## src/rtl/pipe_hazard_ctrl_pkg.sv

```systemverilog
// -----------------------------------------------------------------------------
// pipe_hazard_ctrl_pkg
// Shared defaults and helpers for the decode/execute hazard control path.
//   - Default register-address width, latencies and flush depth.
//   - Opcode-class constants decode uses to derive id_is_load.
//   - clog2 helper clamped to a minimum width of one bit, so a counter whose
//     largest value is 0 still gets a legal vector.
// -----------------------------------------------------------------------------
package pipe_hazard_ctrl_pkg;

    localparam int DEF_REG_AW      = 5;
    localparam int DEF_ALU_LAT     = 0;
    localparam int DEF_LOAD_LAT    = 1;
    localparam int DEF_FLUSH_DEPTH = 2;

    // Major opcode classes (RV32-style encoding); decode flags a load when the
    // opcode class equals OPC_LOAD.
    localparam logic [6:0] OPC_LOAD   = 7'b0000011;
    localparam logic [6:0] OPC_STORE  = 7'b0100011;
    localparam logic [6:0] OPC_OP     = 7'b0110011;
    localparam logic [6:0] OPC_OP_IMM = 7'b0010011;

    // Number of bits needed to hold values 0..value-1, never less than 1.
    function automatic int clog2_min1(input int value);
        int w;
        w = $clog2(value);
        return (w < 1) ? 1 : w;
    endfunction

    function automatic int max_int(input int a, input int b);
        return (a > b) ? a : b;
    endfunction

    function automatic logic is_load_opc(input logic [6:0] opc);
        return (opc == OPC_LOAD);
    endfunction

endpackage

```

## src/rtl/pipe_hazard_ctrl_scoreboard.sv

```systemverilog
// -----------------------------------------------------------------------------
// hazard_scoreboard
// Per-register latency scoreboard. Each register r >= 1 owns a down-counter
// that is loaded with the producer's latency when an instruction writing r
// issues, and counts down by one every cycle. Register 0 has no counter.
//
// Ports:
//   clk, rst          core clock, synchronous active-low reset
//   rd_addr_a/busy_a  combinational lookup: counter of rd_addr_a is nonzero
//   rd_addr_b/busy_b  second combinational lookup port
//   set_vld           load the counter of set_addr this cycle
//   set_addr          register being written by the issuing instruction
//   set_is_load       issuing instruction is a load (selects LOAD_LAT)
//   busy_mask         registered; bit r set while counter r is nonzero
// -----------------------------------------------------------------------------
module hazard_scoreboard
    import pipe_hazard_ctrl_pkg::*;
#(
    parameter int REG_AW   = DEF_REG_AW,
    parameter int ALU_LAT  = DEF_ALU_LAT,
    parameter int LOAD_LAT = DEF_LOAD_LAT
) (
    input  logic                     clk,
    input  logic                     rst,
    input  logic [REG_AW-1:0]        rd_addr_a,
    output logic                     busy_a,
    input  logic [REG_AW-1:0]        rd_addr_b,
    output logic                     busy_b,
    input  logic                     set_vld,
    input  logic [REG_AW-1:0]        set_addr,
    input  logic                     set_is_load,
    output logic [(1<<REG_AW)-1:0]   busy_mask
);

    localparam int NREG = 1 << REG_AW;
    localparam int CW   = clog2_min1(max_int(ALU_LAT, LOAD_LAT) + 1);

    localparam logic [CW-1:0] ALU_VAL  = CW'(ALU_LAT);
    localparam logic [CW-1:0] LOAD_VAL = CW'(LOAD_LAT);

    logic [NREG-1:0] busy_next;
    logic [NREG-1:0] busy_mask_reg;

    // x0 is hard-wired zero and can never be pending.
    assign busy_next[0] = 1'b0;

    generate
        for (genvar gi = 1; gi < NREG; gi++) begin : gen_reg
            logic [CW-1:0] cnt_reg;
            logic [CW-1:0] cnt_next;

            // Loading a new latency overrides this cycle's decrement.
            always_comb begin
                cnt_next = cnt_reg;
                if (cnt_reg != '0) begin
                    cnt_next = cnt_reg - CW'(1);
                end
                if (set_vld && (set_addr == REG_AW'(gi))) begin
                    cnt_next = set_is_load ? LOAD_VAL : ALU_VAL;
                end
            end

            always_ff @(posedge clk) begin
                if (!rst) begin
                    cnt_reg <= '0;
                end else begin
                    cnt_reg <= cnt_next;
                end
            end

            assign busy_next[gi] = (cnt_next != '0);
        end
    endgenerate

    // busy_mask_reg tracks (cnt_reg != 0) exactly, so the lookups read it
    // instead of re-reducing every counter.
    always_ff @(posedge clk) begin
        if (!rst) begin
            busy_mask_reg <= '0;
        end else begin
            busy_mask_reg <= busy_next;
        end
    end

    assign busy_a    = busy_mask_reg[rd_addr_a];
    assign busy_b    = busy_mask_reg[rd_addr_b];
    assign busy_mask = busy_mask_reg;

endmodule

```

## src/rtl/pipe_hazard_ctrl.sv

```systemverilog
// -----------------------------------------------------------------------------
// pipe_hazard_ctrl
// Decode/execute hazard and jump-flush control. A per-register latency
// scoreboard stalls consumers of results that cannot yet be forwarded, and a
// taken EX jump opens a FLUSH_DEPTH-slot kill window on the decode slot.
//
// Ports:
//   clk, rst               core clock, synchronous active-low reset
//   id_vld                 decode slot holds an instruction
//   id_rs1/_vld, id_rs2/_vld  source addresses and read enables
//   id_rd/_vld             destination address and write enable
//   id_is_load             instruction is a load
//   ex_jmp_vld             taken jump/branch resolved in EX this cycle
//   hold_if                comb; freeze fetch and the decode register
//   kill_id                comb; decode slot is squashed
//   ex_inst_vld            registered; EX holds a valid issued instruction
//   busy_mask              registered; per-register pending-result flags
//   stall_cycles           (HAZARD_STATS_EN) saturating count of hold_if cycles
//   flush_events           (HAZARD_STATS_EN) saturating count of ex_jmp_vld cycles
//
// Build option: define HAZARD_STATS_EN to add the two statistics outputs.
// -----------------------------------------------------------------------------
module pipe_hazard_ctrl
    import pipe_hazard_ctrl_pkg::*;
#(
    parameter int REG_AW      = DEF_REG_AW,
    parameter int ALU_LAT     = DEF_ALU_LAT,
    parameter int LOAD_LAT    = DEF_LOAD_LAT,
    parameter int FLUSH_DEPTH = DEF_FLUSH_DEPTH
) (
    input  logic                     clk,
    input  logic                     rst,
    input  logic                     id_vld,
    input  logic [REG_AW-1:0]        id_rs1,
    input  logic                     id_rs1_vld,
    input  logic [REG_AW-1:0]        id_rs2,
    input  logic                     id_rs2_vld,
    input  logic [REG_AW-1:0]        id_rd,
    input  logic                     id_rd_vld,
    input  logic                     id_is_load,
    input  logic                     ex_jmp_vld,
    output logic                     hold_if,
    output logic                     kill_id,
    output logic                     ex_inst_vld,
    output logic [(1<<REG_AW)-1:0]   busy_mask
`ifdef HAZARD_STATS_EN
    ,
    output logic [31:0]              stall_cycles,
    output logic [15:0]              flush_events
`endif
);

    localparam int KW = clog2_min1(FLUSH_DEPTH);
    localparam logic [KW-1:0] KILL_RELOAD = KW'(FLUSH_DEPTH - 1);

    logic          rs1_busy;
    logic          rs2_busy;
    logic          haz;
    logic          fire;
    logic          set_vld;
    logic [KW-1:0] kill_cnt_reg;
    logic [KW-1:0] kill_cnt_next;
    logic          ex_inst_vld_reg;

    hazard_scoreboard #(
        .REG_AW   (REG_AW),
        .ALU_LAT  (ALU_LAT),
        .LOAD_LAT (LOAD_LAT)
    ) u_scoreboard (
        .clk         (clk),
        .rst         (rst),
        .rd_addr_a   (id_rs1),
        .busy_a      (rs1_busy),
        .rd_addr_b   (id_rs2),
        .busy_b      (rs2_busy),
        .set_vld     (set_vld),
        .set_addr    (id_rd),
        .set_is_load (id_is_load),
        .busy_mask   (busy_mask)
    );

    // The jump itself squashes the slot in its own cycle; the counter covers
    // the remaining FLUSH_DEPTH-1 slots.
    assign kill_id = (kill_cnt_reg != '0) | ex_jmp_vld;

    // A killed slot never stalls, so a flush always releases fetch.
    assign haz = id_vld & ~kill_id &
                 ((id_rs1_vld & (id_rs1 != '0) & rs1_busy) |
                  (id_rs2_vld & (id_rs2 != '0) & rs2_busy));

    assign hold_if = haz & ~ex_jmp_vld;
    assign fire    = id_vld & ~kill_id & ~haz & ~ex_jmp_vld;
    assign set_vld = fire & id_rd_vld & (id_rd != '0);

    // A jump inside an open window reloads it rather than extending it.
    always_comb begin
        kill_cnt_next = kill_cnt_reg;
        if (ex_jmp_vld) begin
            kill_cnt_next = KILL_RELOAD;
        end else if (kill_cnt_reg != '0) begin
            kill_cnt_next = kill_cnt_reg - KW'(1);
        end
    end

    always_ff @(posedge clk) begin
        if (!rst) begin
            kill_cnt_reg    <= '0;
            ex_inst_vld_reg <= 1'b0;
        end else begin
            kill_cnt_reg    <= kill_cnt_next;
            ex_inst_vld_reg <= fire;
        end
    end

    assign ex_inst_vld = ex_inst_vld_reg;

`ifdef HAZARD_STATS_EN
    logic [31:0] stall_cycles_reg;
    logic [15:0] flush_events_reg;

    always_ff @(posedge clk) begin
        if (!rst) begin
            stall_cycles_reg <= '0;
            flush_events_reg <= '0;
        end else begin
            if (hold_if && (stall_cycles_reg != 32'hFFFF_FFFF)) begin
                stall_cycles_reg <= stall_cycles_reg + 32'd1;
            end
            if (ex_jmp_vld && (flush_events_reg != 16'hFFFF)) begin
                flush_events_reg <= flush_events_reg + 16'd1;
            end
        end
    end

    assign stall_cycles = stall_cycles_reg;
    assign flush_events = flush_events_reg;
`endif

endmodule

```

## config.mk

```make
export PLATFORM = sky130hd
export DESIGN_NAME = pipe_hazard_ctrl
export DESIGN_NICKNAME = d
export VERILOG_FILES = /design/src/rtl/pipe_hazard_ctrl_pkg.sv /design/src/rtl/pipe_hazard_ctrl_scoreboard.sv /design/src/rtl/pipe_hazard_ctrl.sv
export SDC_FILE = /design/constraint.sdc
export NUM_CORES = 1
export LEC_CHECK = 0
export ABC_AREA = 1
export ABC_CLOCK_PERIOD_IN_PS = 2200
export BUFFER_PORTS_ARGS = -buffer_cell sky130_fd_sc_hd__buf_4
export CORE_ASPECT_RATIO = 1.75
export CORE_MARGIN = 4
export CORE_UTILIZATION = 57
export DETAILED_ROUTE_END_ITERATION = 7
export GPL_TIMING_DRIVEN = 0
export HOLD_SLACK_MARGIN = 0.06
export PLACE_DENSITY = 0.95
export SETUP_SLACK_MARGIN = 0.1
export SKIP_LAST_GASP = 1
export SYNTH_ARGS = -nofsm -noshare
export SYNTH_HDL_FRONTEND = slang
export SYNTH_SLANG_ARGS = --single-unit
```

## constraint.sdc

```tcl
create_clock -name clk -period 2.2 [get_ports clk]
set_input_delay 0.22 -clock clk [delete_from_list [all_inputs] [get_ports clk]]
set_output_delay 0.22 -clock clk [all_outputs]
set_load 0.005 [all_outputs]
```

==> impl_metrics.tcl, run 1 <==
set metrics [dict create \
    status "complete, no violations" \
    grt_start_max_net_pins 11 \
    synth_cell_types 24 \
    grt_pass1_wl_mm 9.77 \
    hold_buffers 0 \
    synth.cell_area_um2 2290 \
    synth_area_per_cell_um2 6.45 \
    insertedDiodeCount 0 \
    antenna_left 0 \
    max_slew_margin_pct 53.4 \
    min_period_over_period_pct 86.7 \
    clk_latency_ns 0.28 \
    numCtsBuffers 5 \
    fmax_mhz 524 \
    yosysTopAreaCellShare_pct 28.9 \
    drt-total-wl_mm 6.09 \
    path_class "reg2out" \
    crit_chain "inv_1 > o21ai_0 > nand2_1 > nand3b_1 > nor2_1 > nand2_1 > nand3_2 > a21oi_1 > buf_4" \
    cts_htree_levels 2 \
    fp.dieH_um 91.8 \
    grt_pass1_vias 2278 \
    synthCells 355 \
    cts.path.max_buffers 2 \
    nets 438 \
    hp-class "in2reg" \
    dp_hpwl_mm 4.77 \
    port_buffers 53 \
    combinationalPowerShare_pct 16.3 \
    overflow 0 \
    path_buf_inv 2 \
    swShare_pct 25.7 \
    hold_violations 0 \
    p_clk_share_pct 35.6 \
    rsz0062_at_grt "no" \
    cp.required_ns 1.98 \
    p_per_area_nw_per_um2 441 \
    leakage_uw 0.00135 \
    p_switching_uw 321 \
    synth_enable_flop_cells 0 \
    syn_nets 378 \
    drt-initial-drc-count 96 \
    slew_viol_final 0 \
    dr_total_vias 2380 \
    start_util_pct 59.2 \
    setup_tns_ns 0 \
    period_minus_slack_ns 1.91 \
    ios 58 \
    layout.cells.non_filler 463 \
    post_cts_buffers 0 \
    cp_slowest_cell "dfxtp_1" \
    max_stage_delay_ns 0.35 \
    seq_power_share_pct 48.0 \
    die_w_um 55.9 \
    drc 0 \
    preCtsSetupSlack_ns 0.514 \
    gp_congestion 0.944 \
    antenna_found_initial 0 \
    yosysWarnings 0 \
    yosysMostFrequentCell "nand2_1" \
    fillCellCount 301 \
    die-area_um2 5140 \
    setup-violations-final 0 \
    vias_per_cell 5.14 \
    clock_sinks 33 \
    hold_slack_ns 0.131 \
    cp_max_fo 3 \
    ys_seq_area_share_pct 28.9 \
    cp-end-kind "output port" \
    area_growth_pct 23.8 \
    worst_pin_slew_ns 0.694 \
    cts_root_buffer "clkbuf_8" \
    wire_per_inst_um 13.2 \
    cp_top_family "simple AND/OR/NAND/NOR gates" \
    ys.flop_type "dfxtp_1" \
    drive_gt1_share_pct 33.5 \
    drv_cap 0 \
    dp_cells 456 \
    intPower_uw 928 \
    regArea_um2 661 \
    ys_ff_latch 33 \
    multi_input_area_um2 1080 \
    cts.repair.resized 0 \
    synth.top_cells.by_area "dfxtp_1, nand2_1, nand3_1" \
    fin_ws_ns 0.292 \
    clkTransAtPathRegs_ns 0.06 \
    synthArstFlopShare_pct 0 \
    skew_ns 0.00572 \
    largest_reg_flops 31 \
    synth_common_cells "nand2_1, nand3_1, inv_1" \
    arrival_ns 1.69 \
    grt.total_usage_pct 23.9 \
    cts_tree "yes" \
    ir_drop_mv 0.479 \
    yosysTopAreaCell "dfxtp_1" \
    cp-start-kind "register" \
    first_pass_iters 6 \
    row_count 30 \
    fp.coreArea_um2 3870 \
    crit_path_frequent_cell "nand2_1" \
]
==> kinds of logic after synthesis <==
logic type      share of synthesized area (%)
flops                                    28.9
simple gates                             44.0
other cells                             0.164
compound gates                           2.95
buf+inv                                  24.0
==> power by group through the flow <==
stage	clock network, µW	logic (µW)	registers, µW
after detailed placement	0	199	613
after global placement	0	196	613
after floorplan	0	134	613
final	445	204	600
after CTS	449	201	600
after global routing	470	224	600
==> per-layer routing <==
layer,routed length (µm),GRT usage (%),vias up
met2,3300,46.6,118
met5,0,0,-
met4,359,16.2,0
met1,2080,21.1,1052
met3,351,4.51,42
li1,-,-,1168
==> through the flow <==
| stage | power (µW) | instance area, µm² | utilization (%) |
|---|---|---|---|
| floorplan | 747 | 2290 | - |
| global placement | 809 | 2750 | 71.1 |
| detailed placement | 813 | 2750 | 71.1 |
| global route | 1290 | 2830 | 73.3 |
| finish | 1250 | 2830 | 73.3 |
| CTS | 1250 | 2830 | 73.3 |
==> final timing paths <==
| check | cells after the start | slack (ns) | startpoint | end |
|---|---|---|---|---|
| worst min-delay path | 3 | 0.13 | ex_jmp_vld | kill_cnt_reg |
| worst max-delay path | 9 | 0.29 | u_scoreboard.busy_mask[2] | hold_if |
| worst min register to register | 5 | 0.71 | kill_cnt_reg | ex_inst_vld |
| worst max register to register | 10 | 0.59 | u_scoreboard.busy_mask[2] | u_scoreboard.busy_mask[12] |
==> tightest hold or removal path: cells and delay by family <==
kind          cells  cell delay [ns]
simple gates      1             0.04
buf+inv           2             0.13
==> cell type report <==
class	instances	share of cell area (%)
repair buffers	53	14.0
clock buffers	7	3.05
inverters	49	6.67
multi-input cells	228	38.1
plain buffers	45	12.8
well taps	48	2.12
flip-flops and latches	33	23.3
==> placed cells by master, fill, tap and decap left out, drive strengths merged <==
cell type	Yosys	routed
a21boi	1	1
a21oi	5	5
buf	43	96
clkbuf	2	9
conb	1	1
dfxtp	33	33
inv	49	49
nand2	96	96
nand3	56	56
nand3b	1	1
nand4	2	2
nor2	57	57
nor3	2	2
o21ai	7	7
No activity file was read; power rests on OpenSTA's default activity.
==> run 2: changes to the inputs <==
CELL_PAD_IN_SITES_DETAIL_PLACEMENT = 2   (was not set)
CELL_PAD_IN_SITES_GLOBAL_PLACEMENT = 2   (was not set)
CORE_UTILIZATION = 25   (was 57)
PLACE_DENSITY = 0.84   (was 0.95)
==> impl_metrics.tcl, run 2 (synthesized netlist as in run 1, its figures left out) <==
set metrics [dict create \
    area_growth_pct 30.2 \
    start_util_pct 25.5 \
    grt_pass1_wl_mm 13.6 \
    p_per_area_nw_per_um2 502 \
    worstHoldStart "ex_jmp_vld" \
    combinationalPowerShare_pct 14.6 \
    leakage_uw 0.00137 \
    cts.path.max_buffers 2 \
    layout_common_cells "nand2_1, buf_4, nand3_1, inv_1, dfxtp_1" \
    cts_tree "yes" \
    fp.dieH_um 135 \
    p_clk_share_pct 45.2 \
    crit_path_frequent_cell "nand3_1" \
    dp_hpwl_mm 6.99 \
    hold_path_end "kill_cnt_reg" \
    hold_violations 0 \
    die_w_um 80.3 \
    r2r_slack_ns 0.55 \
    clock_sinks 33 \
    reg2reg_from "u_scoreboard.busy_mask[27]" \
    fin_ws_ns 0.250 \
    cts_htree_levels 2 \
    largest_reg_flops 31 \
    cp.required_ns 1.98 \
    vias_per_cell 4.38 \
    insertedDiodeCount 0 \
    cp_max_fo 3 \
    fp.coreArea_um2 8980 \
    cts.repair.resized 0 \
    max_stage_delay_ns 0.36 \
    fillCellCount 1132 \
    cts_root_buffer "clkbuf_16" \
    ios 58 \
    power_uw 1500 \
    setup_tns_ns 0 \
    first_pass_iters 4 \
    gp_congestion 0.879 \
    intPower_uw 1130 \
    numCtsBuffers 5 \
    overflow 0 \
    post_cts_buffers 0 \
    fin_area_um2 2980 \
    max_slew_margin_pct 44.5 \
    min_period_over_period_pct 88.6 \
    drt-initial-drc-count 71 \
    antenna_found_initial 0 \
    placed_area_um2 2840 \
    grt.total_usage_pct 16.5 \
    drc 0 \
    swShare_pct 24.8 \
    die-area_um2 10800 \
    cp-startpoint "u_scoreboard.busy_mask[27]" \
    holdPathStages 3 \
    layout_commonest_cell "nand2_1" \
    clk_latency_ns 0.28 \
    cp-end-kind "output port" \
    period_minus_slack_ns 1.95 \
    nets 438 \
    regArea_um2 661 \
    drt-total-wl_mm 8.50 \
    path_class "reg2out" \
    clkTransAtPathRegs_ns 0.05 \
    preCtsSetupSlack_ns 0.406 \
    regToRegEndpoint "u_scoreboard.busy_mask[4]" \
    drv_cap 0 \
    wire_per_inst_um 15.9 \
    rsz0062_at_grt "no" \
    reg2reg_depth 10 \
    grt_pass1_vias 2714 \
    port_buffers 53 \
    drive_gt1_share_pct 33.5 \
    cp_slowest_cell "dfxtp_1" \
    cp-start-kind "register" \
    seq_power_share_pct 40.2 \
    antenna_left 0 \
    status "complete, no violations" \
    fmax_mhz 513 \
    dr_total_vias 2345 \
    multi_input_area_um2 1080 \
    crit_chain "inv_1 > nand2_1 > nand3_1 > nand3_1 > nand3_1 > nand3_1 > nand3_2 > a21oi_1 > buf_4" \
    slew_viol_final 0 \
    grt_start_max_net_pins 11 \
    setup-violations-final 0 \
    row_count 46 \
    skew_ns 0.00465 \
    hp-class "in2reg" \
    p_switching_uw 372 \
    worst_pin_slew_ns 0.825 \
    ir_drop_mv 0.330 \
    hold_buffers 0 \
    arrival_ns 1.73 \
]
-- run 2: worst max-delay path: cells and delay by family (launching register included) --
family | cells | cell delay [ns]
simple gates | 6 | 0.69
compound gates | 1 | 0.19
buf+inv | 2 | 0.21
flops | 1 | 0.36
-- run 2: worst max-delay path by stage --
stage	endpoint	slack [ns]
floorplan	u_scoreboard.busy_mask[10]	0.81
global placement	u_scoreboard.busy_mask[23]	0.42
detailed placement	hold_if	0.41
CTS	hold_if	0.26
global route	hold_if	0.11
finish	hold_if	0.25
-- run 2: final cells by class --
type,instances,area share (%)
buffer,45,12.1
clock buffer,7,4.79
inverter,49,6.34
multi-input combinational,228,36.2
sequential,33,22.2
tap,120,5.04
timing repair buffer,53,13.4
-- run 2: layer usage --
layer,vias to the layer above,GRT usage [%],share of wire [%]
met2,40,35.3,62
met5,-,0,0
met1,1125,15.0,33
met4,0,5.64,2.0
met3,11,1.54,2.2
li1,1169,-,-
-- run 2: per-stage QoR --
stage,util [%],std cells,hold slack (ns)
finish,33.2,535,0.136
global route,33.2,535,0.173
CTS,33.2,535,0.136
detailed placement,31.6,528,0.423
global placement,31.6,528,0.410
floorplan,-,355,0.313
-- run 2: power by group through the flow --
stage | sequential, µW | clock [µW] | combinational (µW)
after detailed placement | 614 | 0 | 218
after floorplan | 613 | 0 | 134
after global placement | 613 | 0 | 210
after CTS | 601 | 688 | 221
final | 602 | 677 | 218
after global routing | 601 | 715 | 242
==> run 3: changes to the inputs <==
CORE_UTILIZATION = 30   (was 25)
PLACE_DENSITY = 0.95   (was 0.84)
==> impl_metrics.tcl, run 3 (synthesized netlist as in run 1, its figures left out) <==
set metrics [dict create \
    max_slew_margin_pct 48.1 \
    drive_gt1_share_pct 33.5 \
    cts.path.max_buffers 2 \
    port_buffers 53 \
    wl_met1_mm 3.51 \
    setup-violations-final 0 \
    drt-initial-drc-count 71 \
    leakage_uw 0.00137 \
    wire_per_inst_um 19.6 \
    numCtsBuffers 5 \
    cts.repair.resized 0 \
    cts_root_buffer "clkbuf_16" \
    clock_sinks 33 \
    min_period_over_period_pct 90.6 \
    layout.cells.non_filler 501 \
    clk_latency_ns 0.29 \
    drt-total-wl_mm 9.83 \
    dr_total_vias 2442 \
    setup_tns_ns 0 \
    hold_buffers 0 \
    r2r_slack_ns 0.48 \
    layout_common_cells "nand2_1, buf_4, nand3_1, inv_1, dfxtp_1" \
    first_pass_iters 5 \
    path_class "reg2out" \
    crit_path_frequent_cell "nand2_1" \
    crit_chain "inv_1 > nand2_1 > nand3_1 > a21boi_0 > nor2_1 > nand2_1 > nand3_2 > a21oi_1 > buf_4" \
    hp-class "in2reg" \
    cp-end-kind "output port" \
    insertedDiodeCount 0 \
    dp_hpwl_mm 7.45 \
    period_minus_slack_ns 1.99 \
    nets 438 \
    row_count 41 \
    rsz0062_at_grt "no" \
    cp_slowest_cell "dfxtp_1" \
    ios 58 \
    wl_met3_um 277 \
    die-area_um2 9150 \
    largest_reg_flops 31 \
    wl_met2_mm 5.60 \
    fp.dieH_um 124 \
    antenna_left 0 \
    layout_commonest_cell "nand2_1" \
    fmax_mhz 502 \
    skew_ns 0.0126 \
    ir_drop_mv 0.549 \
    antenna_found_initial 0 \
    clkTransAtPathRegs_ns 0.05 \
    grt.total_usage_pct 23.0 \
    vias_per_cell 4.87 \
    power_uw 1560 \
    grt_pass1_vias 2795 \
    highest_layer "met4" \
    drv_cap 0 \
    cp.required_ns 1.98 \
    overflow 0 \
    cp-start-kind "register" \
    cts_tree "yes" \
    hold_violations 0 \
    cp_max_fo 3 \
    p_per_area_nw_per_um2 531 \
    dp_cells 494 \
    cts_htree_levels 2 \
    post_cts_buffers 0 \
    arrival_ns 1.77 \
    fin_area_um2 2940 \
    area_growth_pct 28.3 \
    drc 0 \
    status "complete, no violations" \
    grt_start_max_net_pins 11 \
    worst_pin_slew_ns 0.773 \
    start_util_pct 31.2 \
    grt_pass1_wl_mm 15.3 \
    slew_viol_final 0 \
    fp.coreArea_um2 7340 \
    hold_slack_ns 0.123 \
    max_stage_delay_ns 0.33 \
    placed_area_um2 2800 \
    gp_congestion 0.883 \
    die_w_um 74.0 \
]
## run 3: report_power, final
part	leakage, µW	internal, µW	total (µW)	switching [µW]
clock network	0.0000700	445	733	288
registers	0.000266	600	601	0.802
logic	0.00104	81.3	227	145
total	0.00137	1130	1560	434
## run 3: cell type report
class / instances / area [µm²]
inverters: 49 / 189
flip-flops and latches: 33 / 661
plain buffers: 45 / 362
fillers: 904 / 4400
clock buffers: 7 / 143
multi-input cells: 228 / 1080
repair buffers: 53 / 398
well taps: 86 / 108
## run 3: per-layer routing
metal / GRT usage (%) / vias to the layer above
met2: 43.8 / 64
met5: 0 / -
met1: 23.3 / 1180
li1: - / 1169
met4: 12.9 / 0
met3: 2.50 / 29
## run 3: final timing paths
path,start,endpoint,cells past startpoint
worst min register to register,kill_cnt_reg,ex_inst_vld,5
worst max register to register,u_scoreboard.busy_mask[7],u_scoreboard.busy_mask[11],10
worst min-delay path,ex_jmp_vld,kill_cnt_reg,3
worst max-delay path,u_scoreboard.busy_mask[7],hold_if,9
## run 3: worst max-delay path: cells and delay by family, from the launching register on
kind	cells	cell delay [ns]
compound gates	2	0.42
buf+inv	2	0.23
flops	1	0.33
simple gates	5	0.52
## run 3: metrics by stage
stage / setup slack, ns / util [%]
after detailed placement: 0.373 / 38.1
final: 0.206 / 40.0
after global placement: 0.438 / 38.1
after CTS: 0.207 / 40.0
after floorplan: 0.810 / -
after global routing: 0.119 / 40.0
